`config.mk`:
```
export PLATFORM = sky130hd
export DESIGN_NAME = pool_window_gen
export DESIGN_NICKNAME = d
export VERILOG_FILES = /design/src/rtl/pool_window_gen.sv
export SDC_FILE = /design/constraint.sdc
export NUM_CORES = 1
export LEC_CHECK = 0
export CAP_MARGIN = 25
export CORE_ASPECT_RATIO = 2
export CORE_MARGIN = 2
export CORE_UTILIZATION = 50
export CTS_CLUSTER_SIZE = 8
export DETAILED_ROUTE_END_ITERATION = 7
export PLACE_DENSITY = 0.76
export SLEW_MARGIN = 20
export SYNTH_ARGS = -nofsm -noshare
export SYNTH_HDL_FRONTEND = slang
export SYNTH_SLANG_ARGS = --single-unit
export TNS_END_PERCENT = 50
```
`constraint.sdc`:
```
create_clock -name clk -period 5.2 [get_ports clk]
set_input_delay 1.04 -clock clk [delete_from_list [all_inputs] [get_ports clk]]
set_output_delay 1.04 -clock clk [all_outputs]
set_load 0.02 [all_outputs]
```
`src/rtl/pool_window_gen.sv`:
```
// pool_window_gen: raster pixel stream to packed non-overlapping 2x2 windows for max pooling.
module pool_window_gen #(
  parameter int BUF_WIDTH    = 26,
  parameter int POOLING_SIZE = 2,
  parameter int FM_WIDTH     = 24,
  parameter int FM_HEIGHT    = 24,
  localparam int CW = FM_WIDTH  > 1 ? $clog2(FM_WIDTH)  : 1,
  localparam int RW = FM_HEIGHT > 1 ? $clog2(FM_HEIGHT) : 1
) (
  input  logic                                        clk,
  input  logic                                        rst,
  input  logic                                        in_valid,
  input  logic                                        in_sof,
  input  logic [BUF_WIDTH-1:0]                        in_data,
  output logic                                        start,
  output logic [BUF_WIDTH*POOLING_SIZE*POOLING_SIZE-1:0] ifm,
  output logic                                        frame_done,
  output logic [CW-1:0]                               col_idx,
  output logic [RW-1:0]                               row_idx
);
  typedef enum logic {S_FILL, S_EMIT} state_t;
  state_t state_q, state_d, st;
  logic [CW-1:0] col_q, col_d, c;
  logic [RW-1:0] row_q, row_d, r;
  logic [BUF_WIDTH-1:0] hold_q, hold_d;
  logic [BUF_WIDTH*POOLING_SIZE*POOLING_SIZE-1:0] ifm_q, ifm_d;
  logic start_q, start_d, done_q, done_d;
  logic last_col, last_row, fire;
  logic [BUF_WIDTH-1:0] linebuf [FM_WIDTH];
  always_comb begin
    c        = in_sof ? '0 : col_q;
    r        = in_sof ? '0 : row_q;
    st       = in_sof ? S_FILL : state_q;
    last_col = c == CW'(FM_WIDTH - 1);
    last_row = r == RW'(FM_HEIGHT - 1);
    fire     = in_valid && st == S_EMIT && c[0];
    col_d    = col_q;
    row_d    = row_q;
    state_d  = state_q;
    hold_d   = hold_q;
    if (in_valid) begin
      col_d   = last_col ? '0 : c + CW'(1);
      row_d   = last_col ? (last_row ? '0 : r + RW'(1)) : r;
      // a trailing odd row sits in S_FILL, so the frame wrap must force S_FILL
      state_d = !last_col ? st : last_row ? S_FILL : st == S_FILL ? S_EMIT : S_FILL;
      hold_d  = (st == S_EMIT && !c[0]) ? in_data : hold_q;
    end
    ifm_d   = fire ? {in_data, hold_q, linebuf[c], linebuf[c & ~CW'(1)]} : ifm_q;
    start_d = fire;
    done_d  = in_valid && last_col && last_row;
  end
  always_ff @(posedge clk) begin
    if (rst) begin
      state_q <= S_FILL;
      col_q   <= '0;
      row_q   <= '0;
      hold_q  <= '0;
      ifm_q   <= '0;
      start_q <= 1'b0;
      done_q  <= 1'b0;
    end else begin
      state_q <= state_d;
      col_q   <= col_d;
      row_q   <= row_d;
      hold_q  <= hold_d;
      ifm_q   <= ifm_d;
      start_q <= start_d;
      done_q  <= done_d;
    end
  end
  always_ff @(posedge clk) begin
    if (in_valid && st == S_FILL) linebuf[c] <= in_data;
  end
  assign start      = start_q;
  assign ifm        = ifm_q;
  assign frame_done = done_q;
  assign col_idx    = col_q;
  assign row_idx    = row_q;
endmodule

```
==> metrics.md, run 1 <==
| Metric | Value |
|---|---|
| Remaining global-route overflow | `0` |
| RR Startpoint | `col_idx[1]$_SDFFE_PP0P_` |
| Vias per std cell | `~6.8` |
| Core area | `between 60,000 and 70,000 um^2` |
| Vias | `between 20,000 and 25,000` |
| Setup slack, reg-to-reg | `between 1.5 and 2 ns` |
| Initial antenna violation count | `1` |
| Leak Pwr | `approximately 12 nW` |
| GR Layer Usage met1 | `just under 40%` |
| Post-CTS setup buffers | `0` |
| Number of synthesized flops with an enable pin | `624` |
| Crit-path max FO | `39` |
| Cts repair resizes | `0` |
| Met3 Usage GRT | `~7.2%` |
| CTS buffer count | `around 110` |
| Starting DRT DRC Count | `3,648` |
| Critical Path End Type | `output pin` |
| Relative slew slack | `around 29%` |
| Starting Density | `50.34%` |
| Mean Syn Cell Area | `roughly 14 um^2` |
| Synth top area share | `59.59%` |
| Critical path class | `flop to output pin` |
| GPL Wtd Cong | `0.9568` |
| First-pass GRT wire length | `approximately 150,000 um` |
| Power consumption | `between 10 and 15 mW` |
| WL/cell | `around 32 um` |
| Share of total power in the clock network | `between 40% and 50%` |
| Psw | `roughly 2.9 mW` |
| Period utilization | `72.58%` |
| Worst reg2reg path depth | `6` |
| Worst hold path class | `flop to flop` |
| Largest net degree at the start of global routing | `83` |
| Number of H-tree levels | `3` |
| Yosys top cell by area | `edfxtp_1` |
| Register area share after synthesis | `a little under 70%` |
| Total GRT Usage | `32.00%` |
| Setup TNS | `0 ns` |
| Final min period | `~3.8 ns` |
| GRT busiest layer | `met2` |
| Mapped Cells | `2,291` |
| P&R area growth vs syn | `17.12%` |
| Critical path arrival | `2.73 ns` |
| RSZ-0062 raised after global routing | `no` |
| Total die area | `between 60,000 and 70,000 um^2` |
| Final core utilization | `roughly three fifths` |
| Pwr Density | `368.7 nW/um^2` |
| Min-delay src | `hold_q[7]$_SDFFE_PP0P_` |
| Reg power frac | `between 40% and 50%` |
| Ys flop type | `edfxtp_1` |
| Final HPWL DP | `64,710 um` |
| Worst-Skew Late Latency | `about 0.66 ns` |
| Post-DRT Antenna Nets | `0` |
| Die X | `about 180 um` |
| Ys Warns | `0` |
| Top Ports | `146` |
| CTS Sinks | `between 700 and 800` |
| Gate power share | `slightly above 4%` |
| N_diodes | `0` |
| Max-slew violations | `0` |
| Met2 Resource Use GR | `roughly 50%` |
| Max rail drop VDD | `329.6 uV` |
| Setup violators final | `0` |
| Worst-Margin Slew | `~1.1 ns` |
| Vias in the first global route | `roughly 22,000` |
| Drt drc | `0` |
| Row count | `130` |
| Bufs on Longest Clock Path | `3` |
| Area contributors post-synth | `edfxtp_1 (60%), dfxtp_1 (9.1%), mux2i_1 (4.0%), nand2_1 (3.7%), a21oi_1 (2.4%)` |
| P_int | `between 10 and 15 mW` |
| Synthesized area | `31,440 um^2` |
| Fin nets | `approximately 2,500` |
| Outcome | `finished, final reports clean` |
| CP Launch Type | `flop` |
| Skew final | `0.02874 ns` |
| Fin Hold WS | `~0.45 ns` |
| Layout cell share with drive strength beyond 1 | `about 13%` |
| Switching Fraction | `between 20% and 30%` |
| Critical Path Sink | `col_idx[0]` |
| Max Freq | `265.0 MHz` |
| Async set-reset flop share out of synthesis | `0%` |
| Yosys reg bits | `around 770` |
| Die height | `358.6 um` |
| Max-cap violations | `0` |
| I/O Buffers | `145` |
| Critical Path RT | `~4.2 ns` |
| Final hold vios | `0` |
| Root buffer cell | `clkbuf_16` |
| Clock transition at path regs | `roughly 0.050 ns` |
| Hold buffers post-CTS | `0` |
| Critical R2R Capture | `ifm[33]$_SDFFE_PP0P_` |
| Drt first pass iters | `6` |
| CTS tree | `yes` |
| Syn Nets | `about 2,300` |
| Cell variety after synth | `a little under 80` |
| CP startpoint | `col_idx[0]$_SDFFE_PP0P_` |
| Routed WL | `between 100,000 and 150,000 um` |
[registers in the layout (all words and copies together) (netlist names)]
signal	flops
linebuf	624
ifm	104
hold_q	26
col_idx	5
row_idx	5
frame_done	1
start	1
state_q	1
[metal layers]
layer  vias up  share of wire [%]
met1     10910                 34
li1       9234                  -
met3       454                 12
met5         -              0.011
met4         2                8.3
met2      1905                 46
[cell usage after synthesis (29+ instances only)]
library cell and instances:
clkbuf_1 70, a211oi_1 73, buf_4 42, buf_2 57, nor2b_1 33, nor2_1 96, edfxtp_1 624, o21ai_0 74
a22oi_1 43, mux2i_1 126, o22ai_1 62, a311oi_1 30, o221ai_1 29, nand2_1 308, dfxtp_1 143, a21oi_1 150
a221oi_1 52
[cell usage in the layout, fill, tap and decap left out, types with 18 or more instances in the layout]
| master | n |
|---|---|
| a211oi_1 | 73 |
| a21oi_1 | 150 |
| a221oi_1 | 52 |
| a22oi_1 | 43 |
| a311oi_1 | 30 |
| buf_4 | 79 |
| clkbuf_1 | 83 |
| clkbuf_16 | 107 |
| clkdlybuf4s50_1 | 138 |
| dfxtp_1 | 140 |
| edfxtp_1 | 624 |
| mux2_2 | 27 |
| mux2i_1 | 126 |
| mux4_2 | 27 |
| nand2_1 | 308 |
| nor2_1 | 74 |
| nor2_4 | 18 |
| nor2b_1 | 31 |
| o21ai_0 | 74 |
| o221ai_1 | 29 |
| o22ai_1 | 62 |
[worst min path at each step]
stage                            to  slack [ns]  cells past startpoint
5_1_grt        ifm[54]$_SDFFE_PP0P_        0.46                      2
4_1_cts        ifm[59]$_SDFFE_PP0P_        0.45                      2
2_1_floorplan  ifm[52]$_SDFFE_PP0P_        0.43                      2
3_5_place_dp   ifm[54]$_SDFFE_PP0P_        0.45                      2
3_3_place_gp   ifm[66]$_SDFFE_PP0P_        0.44                      2
6_report       ifm[59]$_SDFFE_PP0P_        0.45                      2
[area by class of cell]
class | count | area (um^2)
clock buffer | 190 | 2989
clock inverter | 2 | 28.78
fill | 4781 | 25630
inverter | 6 | 22.52
multi-input combinational | 1331 | 8977
sequential | 767 | 21610
tap | 792 | 991.0
timing repair buffer | 234 | 2208
[critical path: stages, from the launching register on]
cell and delay (ns):
dfxtp_4 0.70, buf_4 0.61, clkdlybuf4s50_1 0.72
[metrics by stage]
step / instance area, um^2 / setup slack [ns] / instances
final: 36830 / 1.426 / 3322
after global routing: 36830 / 1.404 / 3322
after CTS: 36800 / 1.491 / 3321
after detailed placement: 33780 / 1.023 / 3129
after global placement: 33740 / 1.091 / 3125
after floorplan: 31440 / 0.9307 / 2291
[kinds of logic after synthesis]
group / Yosys count / share of synthesized area [%]
buffers and inverters: 193 / 3.394
flip-flops: 767 / 68.70
AND/OR/NAND/NOR: 530 / 7.445
multiplexers: 180 / 6.912
AO/OA/AOI/OAI: 620 / 13.51
adder cells (fa/ha/maj): 1 / 0.03979
[power groups by stage]
stage                     Clock (mW)  Combinational (mW)  Sequential (mW)
after floorplan                    0               0.283             6.79
after CTS                       6.32               0.531             6.69
after detailed placement           0               0.530             6.81
after global routing            6.59               0.564             6.68
final                           6.34               0.551             6.69
after global placement             0               0.521             6.81
No activity file was read; power rests on OpenSTA's default activity.
==> run 2: changes to the inputs <==
- PLACE_DENSITY: 0.76 -> 0.79
- clock period: 5.2 -> 3.2 ns (I/O delays scaled with it)
==> run 2 against run 1 <==
  * Largest power group unchanged
  * Total power up 62%
  * Routed wire length down 3.4%
  * Sequential power up 61%
  * Combinational power up 68%
  * Count of clock-buffer cells in the layout down 3
  * Clock power up 61%
  * Setup slack worse by 1.2 ns
==> metrics.md, run 2 (synthesized netlist as in run 1, its figures left out) <==
| Metric | Value |
|---|---|
| Drt first pass iters | `6` |
| Max-cap violations | `0` |
| Leak Pwr | `12.04 nW` |
| Max FFs per register | `~620` |
| Setup violators final | `0` |
| Total die area | `between 60,000 and 70,000 um^2` |
| Top Ports | `approximately 150` |
| Setup TNS | `0 ns` |
| Critical path arrival | `2.33 ns` |
| I/O Buffers | `around 150` |
| Finished Cell Area | `37,670 um^2` |
| Outcome | `finished, final reports clean` |
| Starting DRT DRC Count | `3,530` |
| Vias in the first global route | `22,610` |
| Bufs on Longest Clock Path | `3` |
| Die height | `around 360 um` |
| Initial antenna violation count | `1` |
| Largest register by flop count | `linebuf` |
| Crit-path max FO | `26` |
| Cts repair resizes | `0` |
| Max-slew violations | `0` |
| Post-CTS setup buffers | `0` |
| Total placed cells including tap cells | `3,212` |
| Largest net degree at the start of global routing | `a little under 80` |
| Fin nets | `between 2,000 and 3,000` |
| Fin Hold WS | `~0.45 ns` |
| RSZ-0062 raised after global routing | `no` |
| First-pass GRT wire length | `~150,000 um` |
| CTS tree | `yes` |
| Most frequent cells in the layout | `edfxtp_1 (624), nand2_1 (308), a21oi_1 (150), buf_4 (147), clkdlybuf4s50_1 (143)` |
| Commonest non-fill, non-tap cell in the layout | `edfxtp_1` |
| Post-Layout Cell Count | `3,405` |
| Core area | `62,460 um^2` |
| Critical Path RT | `approximately 2.6 ns` |
| Number of H-tree levels | `3` |
| Critical Path End Type | `output pin` |
| Worst-Margin Slew | `1.058 ns` |
| CP Launch Type | `flop` |
| Hold buffers post-CTS | `0` |
| Worst-Skew Late Latency | `~0.66 ns` |
| Final hold vios | `0` |
| Vias per std cell | `between 6 and 7` |
| Row count | `between 100 and 150` |
| Critical path class | `flop to output pin` |
| CTS Sinks | `~770` |
| Remaining global-route overflow | `0` |
| N_diodes | `0` |
| Vias | `22,890` |
| Layout cell share with drive strength beyond 1 | `15.19%` |
| Post-DP Area | `approximately 35,000 um^2` |
| Routed WL | `roughly 100,000 um` |
| Root buffer cell | `clkbuf_16` |
| Max rail drop VDD | `roughly 470 uV` |
| Skew final | `0.02873 ns` |
| WL/cell | `29.83 um` |
| Pwr Density | `584.7 nW/um^2` |
| Final min period | `around 3.0 ns` |
| Final core utilization | `60.31%` |
| Starting Density | `50.34%` |
| Drt drc | `0` |
| Post-DRT Antenna Nets | `0` |
| Total GRT Usage | `around 30%` |
| Relative slew slack | `between 20% and 30%` |
| Die X | `181.3 um` |
| P&R area growth vs syn | `19.80%` |
| Worst hold path class | `flop to flop` |
| Max Freq | `roughly 340 MHz` |
| Period utilization | `92.96%` |
| GPL Wtd Cong | `~0.9` |
| Clock transition at path regs | `0.05 ns` |
| CTS buffer count | `between 100 and 150` |
| Final HPWL DP | `~63,000 um` |
==> run 2: routing by layer <==
layer | wire length [um] | track usage (%) | vias up
met4 | 8203 | 21.84 | 2
met2 | 47440 | 49.13 | 2003
met5 | 18 | 0 | -
met1 | 32980 | 36.61 | 11080
li1 | - | - | 9389
met3 | 12930 | 7.425 | 420
==> run 2: final cells by class <==
class	instances	area, um^2
flip-flops and latches	767	21610
fillers	4597	24790
inverters	6	22.52
multi-input cells	1331	8990
well taps	792	991.0
clock inverters	6	78.83
clock buffers	187	2935
repair buffers	316	3040
==> run 2: final timing paths <==
kind / startpoint / slack [ns] / endpoint / cells after the start
setup reg to reg: col_idx[1]$_SDFFE_PP0P_ / 0.36 / ifm[29]$_SDFFE_PP0P_ / 7
setup / recovery: col_idx[1]$_SDFFE_PP0P_ / 0.23 / col_idx[1] / 2
hold / removal: hold_q[5]$_SDFFE_PP0P_ / 0.45 / ifm[57]$_SDFFE_PP0P_ / 2
hold reg to reg: hold_q[5]$_SDFFE_PP0P_ / 0.45 / ifm[57]$_SDFFE_PP0P_ / 2
==> run 2: report_power, final <==
part | total (mW) | leakage (nW) | switching [mW] | internal [mW]
sequential | 10.8 | 6.78 | 0.0215 | 10.8
combinational | 0.926 | 3.83 | 0.637 | 0.289
clock | 10.2 | 1.43 | 4.12 | 6.13
total | 22.0 | 12.0 | 4.77 | 17.3
==> run 2: per-stage QoR <==
| step | power [mW] | setup slack (ns) |
|---|---|---|
| 5_1_grt | 22.46 | 0.1861 |
| 2_1_floorplan | 11.50 | -0.5577 |
| 3_5_place_dp | 11.93 | 0.1196 |
| 3_3_place_gp | 11.91 | 0.1208 |
| 4_1_cts | 21.99 | 0.2459 |
| 6_report | 22.02 | 0.2254 |
==> run 2: critical path: stages (launching register included) <==
cell and delay [ns]:
dfxtp_4 0.61, buf_4 0.39, clkdlybuf4s50_1 0.67
